`config.mk`:
```
export PLATFORM = sky130hd
export DESIGN_NAME = nonce_collector
export DESIGN_NICKNAME = d
export VERILOG_FILES = /design/src/rtl/ltc_pkg.sv /design/src/rtl/nonce_fifo.sv /design/src/rtl/nonce_collector.sv
export SDC_FILE = /design/constraint.sdc
export NUM_CORES = 1
export LEC_CHECK = 0
export ABC_CLOCK_PERIOD_IN_PS = 4400
export CORE_UTILIZATION = 40
export DETAILED_ROUTE_END_ITERATION = 8
export REMOVE_ABC_BUFFERS = 1
export SLEW_MARGIN = 20
export SYNTH_ARGS = -nofsm -noshare
export SYNTH_HDL_FRONTEND = slang
export SYNTH_SLANG_ARGS = --single-unit
```
`constraint.sdc`:
```
create_clock -name hash_clk -period 4.4 [get_ports hash_clk]
set_input_delay 0.66 -clock hash_clk [delete_from_list [all_inputs] [get_ports hash_clk]]
set_output_delay 0.66 -clock hash_clk [all_outputs]
set_load 0.1 [all_outputs]
```
`src/rtl/ltc_pkg.sv`:
```
// Shared types and constants for the nonce collection path: entry layout
// used between the capture/arbiter logic and the output FIFO.
package ltc_pkg;

    localparam int NONCE_W   = 32;
    localparam int CORE_ID_W = 4;

    typedef struct packed {
        logic [CORE_ID_W-1:0] core_id;
        logic [NONCE_W-1:0]   nonce;
    } nonce_entry_t;

    localparam int ENTRY_W = $bits(nonce_entry_t);

    // Ceiling log2; returns 0 for value <= 1.
    function automatic int clog2(input int value);
        int r;
        r = 0;
        while ((1 << r) < value) begin
            r = r + 1;
        end
        return r;
    endfunction

endpackage

```
`src/rtl/nonce_fifo.sv`:
```
// First-word-fall-through FIFO for tagged nonce entries. The head output
// holds the last entry seen once the FIFO drains or is flushed.
module nonce_fifo
    import ltc_pkg::*;
#(
    parameter int DEPTH = 8
) (
    input  logic                   hash_clk,
    input  logic                   rst_n,
    input  logic                   push,
    input  logic [ENTRY_W-1:0]     push_data,
    input  logic                   pop,
    input  logic                   flush,
    output logic [ENTRY_W-1:0]     head_data,
    output logic                   full,
    output logic                   empty,
    output logic [clog2(DEPTH):0]  count
);

    localparam int AW = clog2(DEPTH);

    logic [ENTRY_W-1:0] mem [DEPTH];
    logic [ENTRY_W-1:0] last_q;
    logic [AW-1:0]      wr_ptr;
    logic [AW-1:0]      rd_ptr;
    logic [AW:0]        cnt;
    logic               do_push;
    logic               do_pop;

    assign empty     = (cnt == '0);
    assign full      = (cnt == (AW+1)'(DEPTH));
    assign count     = cnt;
    assign head_data = empty ? last_q : mem[rd_ptr];

    // A push into a full FIFO is legal only when the head leaves the same cycle.
    assign do_pop  = pop && !empty && !flush;
    assign do_push = push && !flush && (!full || do_pop);

    always_ff @(posedge hash_clk or negedge rst_n) begin
        if (!rst_n) begin
            wr_ptr <= '0;
            rd_ptr <= '0;
            cnt    <= '0;
            last_q <= '0;
        end else begin
            last_q <= head_data;
            if (flush) begin
                wr_ptr <= '0;
                rd_ptr <= '0;
                cnt    <= '0;
            end else begin
                if (do_push) begin
                    wr_ptr <= wr_ptr + AW'(1);
                end
                if (do_pop) begin
                    rd_ptr <= rd_ptr + AW'(1);
                end
                if (do_push && !do_pop) begin
                    cnt <= cnt + (AW+1)'(1);
                end else if (do_pop && !do_push) begin
                    cnt <= cnt - (AW+1)'(1);
                end
            end
        end
    end

    always_ff @(posedge hash_clk) begin
        if (do_push) begin
            mem[wr_ptr] <= push_data;
        end
    end

endmodule

```
`src/rtl/nonce_collector.sv`:
```
// Captures golden-nonce strobes from the local hashcores, arbitrates them
// round-robin into a FIFO and presents the stream to the host link.
module nonce_collector
    import ltc_pkg::*;
#(
    parameter int LOCAL_MINERS = 4,
    parameter int FIFO_DEPTH   = 8,
    parameter int CNT_W        = 16
) (
    input  logic                             hash_clk,
    input  logic                             rst_n,
    input  logic [LOCAL_MINERS*NONCE_W-1:0]  golden_nonce_i,
    input  logic [LOCAL_MINERS-1:0]          golden_nonce_match,
    input  logic                             flush,
    output logic [NONCE_W-1:0]               out_nonce,
    output logic [CORE_ID_W-1:0]             out_core,
    output logic                             out_valid,
    input  logic                             out_ready,
    output logic [NONCE_W-1:0]               golden_nonce_out,
    output logic [clog2(FIFO_DEPTH):0]       fifo_count,
    output logic [CNT_W-1:0]                 overrun_count
);

    logic [LOCAL_MINERS-1:0] pending;
    logic [NONCE_W-1:0]      hold [LOCAL_MINERS];
    logic [CORE_ID_W-1:0]    rr_ptr;
    logic [CORE_ID_W-1:0]    rr_next;
    logic [CORE_ID_W-1:0]    grant_idx;
    logic                    grant_valid;
    logic [LOCAL_MINERS-1:0] granted;
    logic [LOCAL_MINERS-1:0] overrun;
    logic [4:0]              overrun_n;
    logic [CNT_W+4:0]        overrun_sum;
    logic [NONCE_W-1:0]      push_nonce;
    logic                    push_en;
    logic                    pop_en;
    logic                    fifo_full;
    logic                    fifo_empty;
    nonce_entry_t            push_entry;
    nonce_entry_t            head_entry;
    logic [ENTRY_W-1:0]      head_data;

    // Output handshake: an entry transfers on a rising edge where out_valid
    // and out_ready are both high; out_valid never depends on out_ready and
    // the head stays stable until it transfers. A flush cycle transfers nothing.
    assign pop_en  = out_valid && out_ready && !flush;
    assign push_en = grant_valid && !flush && (!fifo_full || pop_en);

    // Two passes: first from rr_ptr upward, then wrap to the low indices.
    always_comb begin
        grant_valid = 1'b0;
        grant_idx   = '0;
        for (int i = 0; i < LOCAL_MINERS; i++) begin
            if (!grant_valid && pending[i] && (CORE_ID_W'(i) >= rr_ptr)) begin
                grant_valid = 1'b1;
                grant_idx   = CORE_ID_W'(i);
            end
        end
        for (int i = 0; i < LOCAL_MINERS; i++) begin
            if (!grant_valid && pending[i]) begin
                grant_valid = 1'b1;
                grant_idx   = CORE_ID_W'(i);
            end
        end
    end

    assign rr_next = (grant_idx == CORE_ID_W'(LOCAL_MINERS-1)) ? '0
                                                                : grant_idx + CORE_ID_W'(1);

    always_comb begin
        push_nonce = '0;
        granted    = '0;
        overrun    = '0;
        overrun_n  = '0;
        for (int i = 0; i < LOCAL_MINERS; i++) begin
            if (grant_idx == CORE_ID_W'(i)) begin
                push_nonce = hold[i];
            end
            granted[i] = push_en && (grant_idx == CORE_ID_W'(i));
            // A granted core hands its old value to the FIFO, so a fresh match is not a loss.
            overrun[i] = golden_nonce_match[i] && pending[i] && !granted[i] && !flush;
            overrun_n  = overrun_n + 5'(overrun[i]);
        end
    end

    assign overrun_sum = {5'b0, overrun_count} + (CNT_W+5)'(overrun_n);

    assign push_entry.core_id = grant_idx;
    assign push_entry.nonce   = push_nonce;

    always_ff @(posedge hash_clk or negedge rst_n) begin
        if (!rst_n) begin
            pending          <= '0;
            rr_ptr           <= '0;
            golden_nonce_out <= '0;
            overrun_count    <= '0;
            for (int i = 0; i < LOCAL_MINERS; i++) begin
                hold[i] <= '0;
            end
        end else begin
            for (int i = 0; i < LOCAL_MINERS; i++) begin
                if (golden_nonce_match[i]) begin
                    hold[i] <= golden_nonce_i[i*NONCE_W +: NONCE_W];
                end
            end
            if (flush) begin
                pending <= golden_nonce_match;
            end else begin
                pending <= (pending & ~granted) | golden_nonce_match;
            end
            if (push_en) begin
                rr_ptr <= rr_next;
            end
            if (pop_en) begin
                golden_nonce_out <= head_entry.nonce;
            end
            if (|overrun) begin
                if (overrun_sum > {5'b0, {CNT_W{1'b1}}}) begin
                    overrun_count <= '1;
                end else begin
                    overrun_count <= overrun_sum[CNT_W-1:0];
                end
            end
        end
    end

    nonce_fifo #(
        .DEPTH (FIFO_DEPTH)
    ) u_fifo (
        .hash_clk  (hash_clk),
        .rst_n     (rst_n),
        .push      (push_en),
        .push_data (push_entry),
        .pop       (pop_en),
        .flush     (flush),
        .head_data (head_data),
        .full      (fifo_full),
        .empty     (fifo_empty),
        .count     (fifo_count)
    );

    assign head_entry = head_data;
    assign out_valid  = !fifo_empty;
    assign out_nonce  = head_entry.nonce;
    assign out_core   = head_entry.core_id;

endmodule

```
==> impl_metrics.json, run 1 <==
{
  "hold_viol": 0,
  "synth.largest_area_cell": "edfxtp_1",
  "dr_wl_met2_um": 23700,
  "grt_max_degree": 104,
  "cpPeakStageDelay_ps": 490,
  "dp_hpwl_um": 29550,
  "placed_cells": 2150,
  "yosysWarnings": 0,
  "synth_edf_count": 272,
  "seq_area_um2": 13880,
  "yosys_register_bits": 500,
  "netlist_top_cells_area": "edfxtp_1 41%, dfrtp_1 28%, mux4_2 7.6%",
  "grt_pass1_vias": 12590,
  "p_per_area_nw_per_um2": 792.0,
  "drc_errors": 0,
  "synth.most_common_cell": "edfxtp_1",
  "period_share_pct": 93.66,
  "place_ws_ps": 30.05,
  "clock_latency_ps": 600,
  "root_buffer": "clkbuf_16",
  "grt_first_pass_wirelength_um": 73930,
  "die_h_um": 226.4,
  "syn_area_um2": 20140,
  "fill_cells": 4224,
  "cp_max_fo": 10,
  "cts_buffer_depth": 3,
  "worst-path-buf-inv": 3,
  "status": "completed",
  "clkSinkCount": 500,
  "ios": 225,
  "synthCells": 1284,
  "viasPerCell": 5.211,
  "rrSetupSlack_ps": 280,
  "die_area_um2": 51250,
  "reg2reg_to": "overrun_count[13]",
  "cap_violations": 0,
  "ys_types": 58,
  "slew_headroom_pct": 33.70,
  "end_kind": "flop",
  "hp-class": "primary input to async pin",
  "path_delay_family": "adder cells",
  "fmax_ghz": 0.2427,
  "cts_inserted_buffers": 54,
  "wirelength_um": 47700,
  "cts_tree": "yes",
  "comb_power_share_pct": 42.4,
  "p_clk_share_pct": 23.0,
  "n_antenna_cell": 0,
  "grt_setup_unrepaired": "no",
  "drtPass1Iterations": 5,
  "path_cells": "a21oi_1 > o21a_1 > o22ai_1 > inv_2 > ha_4 > a21o_2 > fa_1 > inv_1 > fa_1 > fa_1 > nand3_1 > nor4_4 > nand3_1 > buf_4 > nand2_1 > mux2_1",
  "cts.hold.buffers_added": 0,
  "r2r_cells": 16,
  "slowest_stage": "dfrtp_1",
  "track_usage_pct": 19.16,
  "seq_area_frac_synth_pct": 68.88,
  "rows": 81,
  "netlist_top_cells_count": "272 x edfxtp_1, 228 x dfrtp_1, 130 x mux2_2, 88 x nand2_1, 82 x nor2_1",
  "netlist.area_leader.share_pct": 40.55,
  "intPower_mw": 11.38,
  "start_kind": "flop",
  "portBuffers": 224,
  "finClkSkew_ps": 15.81,
  "p_seq_share_pct": 34.6,
  "synth_ff_type": "edfxtp_1",
  "avgSynthCellArea_um2": 15.69,
  "htree_levels": 2,
  "worst_ir_drop_vdd_v": 0.0005559,
  "dieWidth_um": 226.4,
  "setup_viol": 0,
  "switchingPower_mw": 8.564,
  "grt_overflow": 0,
  "vias": 11740,
  "tightest_slew_ps": 991.4,
  "p_leak_nw": 9.255,
  "antenna_found_initial": 0,
  "area_delta_synth_final_pct": 25.02,
  "met1_length_um": 21300,
  "worstSetupPathType": "flop to flop",
  "finalNonFillerCells": 2252,
  "synthArstFlopShare_pct": 45.60,
  "rr_startpoint": "pending[1]",
  "place_congestion": 0.7638,
  "top_layer_used": "met4",
  "dr.first_iter.drc_count": 698,
  "wl_per_cell_um": 21.18,
  "ant_nets": 0,
  "drive_gt1_share_pct": 26.13,
  "cts.clk_slew.worst_paths_ps": 60,
  "setup_slack_ps": 279.0,
  "cp_common_cell": "fa_1",
  "met3WireLength_um": 1706,
  "multi_input_area_um2": 5993,
  "final_net_count": 1691,
  "min_period_ps": 4121,
  "fp.coreArea_um2": 49250,
  "p_sw_share_pct": 42.94,
  "start_util_pct": 40.89,
  "worstPathArrival_ps": 4590,
  "worst_ep_required_time_ps": 4870,
  "drv_slew": 0
}
==> registers in the layout, indices dropped and copies added (netlist names) <==
register,cells
u_fifo.mem,272
hold,128
u_fifo.last_q,36
golden_nonce_out,32
overrun_count,16
pending,4
u_fifo.count,4
u_fifo.rd_ptr,3
u_fifo.wr_ptr,3
rr_ptr,2
==> worst max path at each step <==
stage                     startpoint                 to  depth (start not counted)
floorplan           u_fifo.rd_ptr[0]       out_nonce[0]                          3
global placement               flush  overrun_count[13]                         14
detailed placement             flush   overrun_count[6]                         14
CTS                       pending[0]  overrun_count[13]                         16
global route              pending[1]  overrun_count[13]                         16
finish                    pending[1]  overrun_count[13]                         16
==> power by group through the flow <==
stage	combinational (mW)	sequential, mW	clock [mW]
floorplan	4.80	8.24	0
global placement	8.45	6.97	0
detailed placement	8.54	7.01	0
CTS	8.56	6.92	4.70
global route	9.00	7.01	4.87
finish	8.45	6.91	4.59
==> cell type report <==
type                       instances  share of cell area, %
sequential                       500                  55.14
multi-input combinational        694                  23.80
timing repair buffer             279                  10.39
clock buffer                      71                  5.864
tap                              664                  3.300
clock inverter                    31                  1.317
inverter                          13                 0.1938
==> layer usage <==
layer	GRT usage, %	vias to the layer above
met2	32.29	239
li1	-	5381
met1	25.88	6043
met3	2.825	73
met4	5.209	0
met5	0	-
==> cell families after synthesis <==
group	Yosys count	synth area share (%)
flip-flops	500	68.88
multiplexers	237	16.87
AO/OA/AOI/OAI	223	6.629
AND/OR/NAND/NOR	215	4.597
buffers and inverters	90	1.802
adder cells (fa/ha/maj)	13	0.9567
XOR/XNOR	6	0.2610
==> cell usage in the layout (no fill, tap or decap), types with 3 or more instances in the layout <==
master / netlist / routed
nand2_1: 88 / 86
ha_1: 9 / 6
edfxtp_1: 272 / 272
a21boi_0: 3 / 3
a22oi_1: 31 / 31
mux4_2: 68 / 68
clkinv_2: 0 / 16
o22a_1: 5 / 5
xnor2_1: 3 / 3
bufinv_16: 0 / 6
mux2i_1: 35 / 35
clkbuf_8: 0 / 4
nor3b_2: 0 / 4
dfrtp_1: 228 / 224
fa_1: 4 / 4
clkbuf_1: 47 / 12
a41oi_1: 4 / 4
and3_1: 6 / 6
clkinv_1: 0 / 4
buf_4: 1 / 85
or3_1: 4 / 4
xor2_1: 3 / 3
buf_2: 11 / 4
a31o_2: 4 / 4
a31oi_1: 3 / 3
mux2_2: 130 / 130
o21ai_0: 72 / 72
inv_1: 13 / 12
clkbuf_16: 0 / 55
nand3_1: 9 / 9
nor2_1: 82 / 80
buf_12: 0 / 5
a21oi_1: 80 / 80
nor3_1: 6 / 4
nand3b_1: 5 / 5
clkdlybuf4s50_1: 0 / 184
o21a_1: 3 / 3
==> per-stage QoR <==
stage / TNS [ps] / utilization, % / power (mW) / cell area [um2] / hold slack (ps)
after floorplan: -149340 / - / 13.04 / 19830 / 364.4
after global placement: 0 / 47.43 / 15.42 / 23360 / 461.5
after detailed placement: 0 / 47.43 / 15.55 / 23360 / 473.3
after CTS: 0 / 51.10 / 20.18 / 25170 / 155.7
after global routing: 0 / 51.12 / 20.87 / 25180 / 178.9
final: 0 / 51.12 / 19.94 / 25180 / 103.4
==> what timing repair did <==
item | in CTS | in global routing
setup buffers | 0 | 0
endpoints found under the setup margin | 0 | 5
gates resized for setup | 0 | 3
Note: power is estimated with default switching activity, not from simulation.
==> run 2, diff against run 1 <==
CORE_MARGIN = 1   (was unset)
SETUP_SLACK_MARGIN = 0.5   (was unset)
SLEW_MARGIN = unset   (was 20)
==> run 2 against run 1 <==
  * Wire length rose by 0.74%
  * First-iteration DRC count is 1.9% lower
  * Clock skew decreased by 0.71 ps
  * Global-route usage hardly changed
  * Register-to-register slack improved by 380 ps
  * Worst setup slack better by 380 ps
  * Non-clock buffer count increased by 5
  * Die area is the same
==> impl_metrics.json, run 2 (synthesized netlist as in run 1, its figures left out) <==
{
  "status": "completed",
  "p_leak_nw": 9.280,
  "fp.coreArea_um2": 49250,
  "cp_max_fo": 8,
  "min_period_ps": 3742,
  "worstSetupPathType": "flop to flop",
  "period_share_pct": 85.05,
  "cap_violations": 0,
  "largest_register_ffs": 272,
  "die_area_um2": 51250,
  "drtPass1Iterations": 4,
  "final_common_cell": "edfxtp_1",
  "fin_hold_ws_ps": 119.8,
  "p_per_area_nw_per_um2": 792.2,
  "wirelength_um": 48050,
  "portBuffers": 224,
  "antenna_found_initial": 0,
  "finClkSkew_ps": 15.10,
  "ant_nets": 0,
  "worst_ir_drop_vdd_v": 0.0005568,
  "setup_viol": 0,
  "dp_hpwl_um": 29550,
  "wl_per_cell_um": 21.29,
  "die_h_um": 226.4,
  "final_cell_mix": "272 x edfxtp_1, 218 x dfrtp_1, 184 x clkdlybuf4s50_1",
  "drc_errors": 0,
  "end_kind": "flop",
  "clkSinkCount": 500,
  "grt_first_pass_wirelength_um": 73960,
  "cts_tree": "yes",
  "cts_inserted_buffers": 54,
  "slowest_stage": "or4_4",
  "worst_ep_required_time_ps": 4870,
  "fmax_ghz": 0.2672,
  "grt_overflow": 0,
  "cts_buffer_depth": 3,
  "dieWidth_um": 226.4,
  "drv_slew": 0,
  "root_buffer": "clkbuf_16",
  "viasPerCell": 5.219,
  "ios": 225,
  "area_delta_synth_final_pct": 25.53,
  "tightest_slew_ps": 993.2,
  "n_antenna_cell": 0,
  "cts.hold.buffers_added": 0,
  "design_power_total_mw": 20.03,
  "worstPathArrival_ps": 4210,
  "dr.first_iter.drc_count": 685,
  "grt_setup_unrepaired": "yes",
  "start_util_pct": 40.89,
  "rows": 81,
  "cpPeakStageDelay_ps": 570,
  "grt_max_degree": 104,
  "worst-path-buf-inv": 2,
  "track_usage_pct": 19.17,
  "cts.clk_slew.worst_paths_ps": 60,
  "path_cells": "or4_4 > o31a_1 > a21o_2 > fa_1 > inv_1 > fa_2 > fa_2 > nand3_2 > nor4_4 > nand3_2 > buf_4 > nand2_1 > mux2_1",
  "hold_viol": 0,
  "top_register": "u_fifo.mem",
  "hp-class": "primary input to async pin",
  "htree_levels": 2,
  "largestRegisters": "u_fifo.mem: 272 flops, hold: 128 flops, u_fifo.last_q: 36 flops",
  "start_kind": "flop",
  "final_net_count": 1696,
  "vias": 11780,
  "place_congestion": 0.7638,
  "grt_pass1_vias": 12600,
  "slew_headroom_pct": 33.58,
  "path_delay_family": "adder cells",
  "drive_gt1_share_pct": 27.18,
  "clock_latency_ps": 600
}
[run 2: cell count changes in the layout (fill, tap and decap cells not counted), sizes merged]
cell,change
buf,+5
[run 2: cell type report]
type	instances	area (um2)
Tap cell	664	830.8
Multi-Input combinational cell	694	6030
Clock buffer	71	1476
Clock inverter	31	331.6
Sequential cell	500	13890
Fill cell	4219	23970
Inverter	13	51.30
Timing Repair Buffer	284	2673
[run 2: worst reg2reg max path, stage by stage, from the launching register on]
cell	delay [ps]
dfrtp_2	470
or4_4	580
o31a_1	180
a21o_2	250
fa_1	520
inv_1	70
fa_2	400
fa_2	360
nand3_2	110
nor4_4	70
nand3_2	130
buf_4	140
nand2_1	40
mux2_1	280
[run 2: power by group]
group	internal, mW	switching [mW]	total, mW
Sequential	6.47	0.432	6.90
Clock	2.72	1.87	4.59
Combinational	2.24	6.30	8.53
Total	11.4	8.60	20.0
[run 2: what timing repair did]
item / in CTS / in global routing
endpoints found under the setup margin: 15 / 19
setup buffers: 0 / 5
gates resized for setup: 9 / 10
pin swaps: 1 / 0
[run 2: routing by layer]
metal	share of wire [%]	GRT usage, %	wire, um	up-vias
met2	50	32.32	23810	247
met4	2.0	5.231	967	0
met3	3.6	2.851	1740	71
met5	0	0	0	-
li1	-	-	-	5390
met1	45	25.85	21530	6071
[run 2: through the flow]
step | setup WS (ps) | area, um2 | instances | utilization [%] | setup TNS (ps)
3_5_place_dp | 30.05 | 23360 | 2150 | 47.43 | 0
5_1_grt | 458.7 | 25280 | 2257 | 51.33 | 0
2_1_floorplan | -1172 | 19830 | 1207 | - | -149340
3_3_place_gp | 58.24 | 23360 | 2150 | 47.43 | 0
6_report | 657.7 | 25280 | 2257 | 51.33 | 0
4_1_cts | 508.6 | 25190 | 2252 | 51.14 | 0
[run 2: final timing paths]
path / startpoint / to / slack [ps] / cells after the start
min in group hash_clk: golden_nonce_out[0] / golden_nonce_out[0] / 480 / 2
min reg2reg: golden_nonce_out[0] / golden_nonce_out[0] / 480 / 2
max: pending[0] / overrun_count[13] / 660 / 13
min: rst_n / overrun_count[13] / 120 / 1
max in group asynchronous: rst_n / golden_nonce_out[22] / 3320 / 2
max reg2reg: pending[0] / overrun_count[13] / 660 / 13
==> run 3, diff against run 2 <==
ABC_CLOCK_PERIOD_IN_PS = 3300   (was 4400)
clock period = 3.3 ns   (was 4.4 ns; I/O delays follow)
==> run 3 against run 2 <==
  * The run now ends with setup timing left
  * Sequential power grew 32%
  * Cell area rose by 9.6%
  * Combinational power increased by 81%
==> impl_metrics.json, run 3 (synthesized netlist as in run 1, its figures left out) <==
{
  "worstPathArrival_ps": 4110,
  "clock_latency_ps": 600,
  "slew_headroom_pct": 32.59,
  "finalInstanceArea_um2": 27720,
  "p_leak_nw": 10.34,
  "setup_slack_ps": -332.5,
  "drive_gt1_share_pct": 37.12,
  "status": "finished with violations",
  "ant_nets": 0,
  "area_delta_synth_final_pct": 37.62,
  "wirelength_um": 50060,
  "htree_levels": 2,
  "grt_setup_unrepaired": "yes",
  "cts_buffer_depth": 3,
  "drc_errors": 0,
  "place_area_um2": 24070,
  "placed_cells": 2203,
  "fmax_ghz": 0.2753,
  "min_period_ps": 3632,
  "setup_viol": 16,
  "final_core_util_pct": 56.27,
  "root_buffer": "clkbuf_16",
  "hold_viol": 0,
  "p_per_area_nw_per_um2": 1088,
  "cts_inserted_buffers": 54,
  "violations": "setup timing",
  "final_cell_mix": "272 x edfxtp_1, 225 x dfrtp_1, 163 x clkdlybuf4s50_1",
  "wl_per_cell_um": 21.02,
  "grt_first_pass_wirelength_um": 77290,
  "antenna_found_initial": 1,
  "top_register": "u_fifo.mem",
  "fin_hold_ws_ps": 483.4,
  "grt_pass1_vias": 13130,
  "cts_tree": "yes",
  "grt_max_degree": 82,
  "place_congestion": 0.7716,
  "rows": 81,
  "grt_overflow": 0,
  "period_share_pct": 110.1,
  "dp_hpwl_um": 29900,
  "min_path_cells": 2,
  "cts.clk_slew.worst_paths_ps": 60,
  "drv_slew": 0,
  "largestRegisters": "u_fifo.mem: 272 flops, hold: 128 flops, u_fifo.last_q: 36 flops",
  "track_usage_pct": 19.99,
  "finalNonFillerCells": 2381,
  "cp_max_fo": 5,
  "end_kind": "flop",
  "largest_register_ffs": 272,
  "multi_input_area_um2": 6829,
  "worst_ir_drop_vdd_v": 0.0008510,
  "dr.first_iter.drc_count": 679,
  "design_power_total_mw": 30.15,
  "dieWidth_um": 226.4,
  "worstSetupPathType": "flop to flop",
  "final_net_count": 1820,
  "cap_violations": 0,
  "fin_setup_tns_ps": -4178,
  "ios": 225,
  "place_ws_ps": -924.1,
  "hp-class": "flop to flop",
  "die_area_um2": 51250,
  "viasPerCell": 5.202,
  "final_common_cell": "edfxtp_1",
  "start_kind": "flop",
  "start_util_pct": 40.89,
  "clkSinkCount": 500,
  "worst_ep_required_time_ps": 3780,
  "tightest_slew_ps": 1008,
  "seq_area_um2": 13880,
  "r2r_cells": 16,
  "drtPass1Iterations": 5,
  "die_h_um": 226.4,
  "fill_cells": 3954,
  "vias": 12390,
  "portBuffers": 224,
  "fp.coreArea_um2": 49250,
  "finClkSkew_ps": 20.48
}
## run 3: layer usage
metal | vias up | GRT usage, % | part of all wire (%) | wire length, um
met4 | 0 | 6.234 | 2.3 | 1176
met3 | 68 | 3.149 | 3.7 | 1842
met1 | 6433 | 26.39 | 44 | 21940
met2 | 233 | 33.89 | 50 | 25100
met5 | - | 0 | 0 | 0
li1 | 5651 | - | - | -
## run 3: power by group
part           switching [mW]  total [mW]  leakage [nW]  internal [mW]
combinational            9.63        15.4          4.30           5.77
clock                    2.42        5.67         0.811           3.25
sequential              0.488        9.08          5.22           8.60
## run 3: cell type report
cell class	instances	share of cell area, %
diodes	1	0.009029
clock buffers	76	5.431
multi-input cells	695	24.64
inverters	13	0.1761
clock inverters	25	0.5733
flip-flops and latches	500	50.09
well taps	664	2.997
repair buffers	407	16.08
## run 3: worst paths after layout
kind	startpoint	end	slack, ps
min reg2reg	golden_nonce_out[24]	golden_nonce_out[24]	480
max	rr_ptr[1]	overrun_count[9]	-330
min	golden_nonce_out[24]	golden_nonce_out[24]	480
min in group asynchronous	rst_n	overrun_count[14]	500
max reg2reg	rr_ptr[1]	overrun_count[9]	-330
max in group asynchronous	rst_n	u_fifo.last_q[25]	2010
## run 3: timing repair
action	in CTS	in global routing
setup buffers	44	23
pin swaps	36	15
cloned	8	0
setup endpoints to repair	308	308
resized for setup	193	49
hold endpoints to repair	77	0
hold buffers	1	0
## run 3: worst max-delay path, cell delays in order, from the launching register on
cell     delay (ps)
dfrtp_1         420
mux2i_1         210
o22ai_1         100
a21oi_1         170
inv_1           110
ha_2            200
a21o_2          210
fa_1            480
inv_1            50
fa_2            360
fa_2            410
nand3_4         110
nor4_4           60
nand3_2         160
buf_6           120
nand2_4          40
o32a_1          280
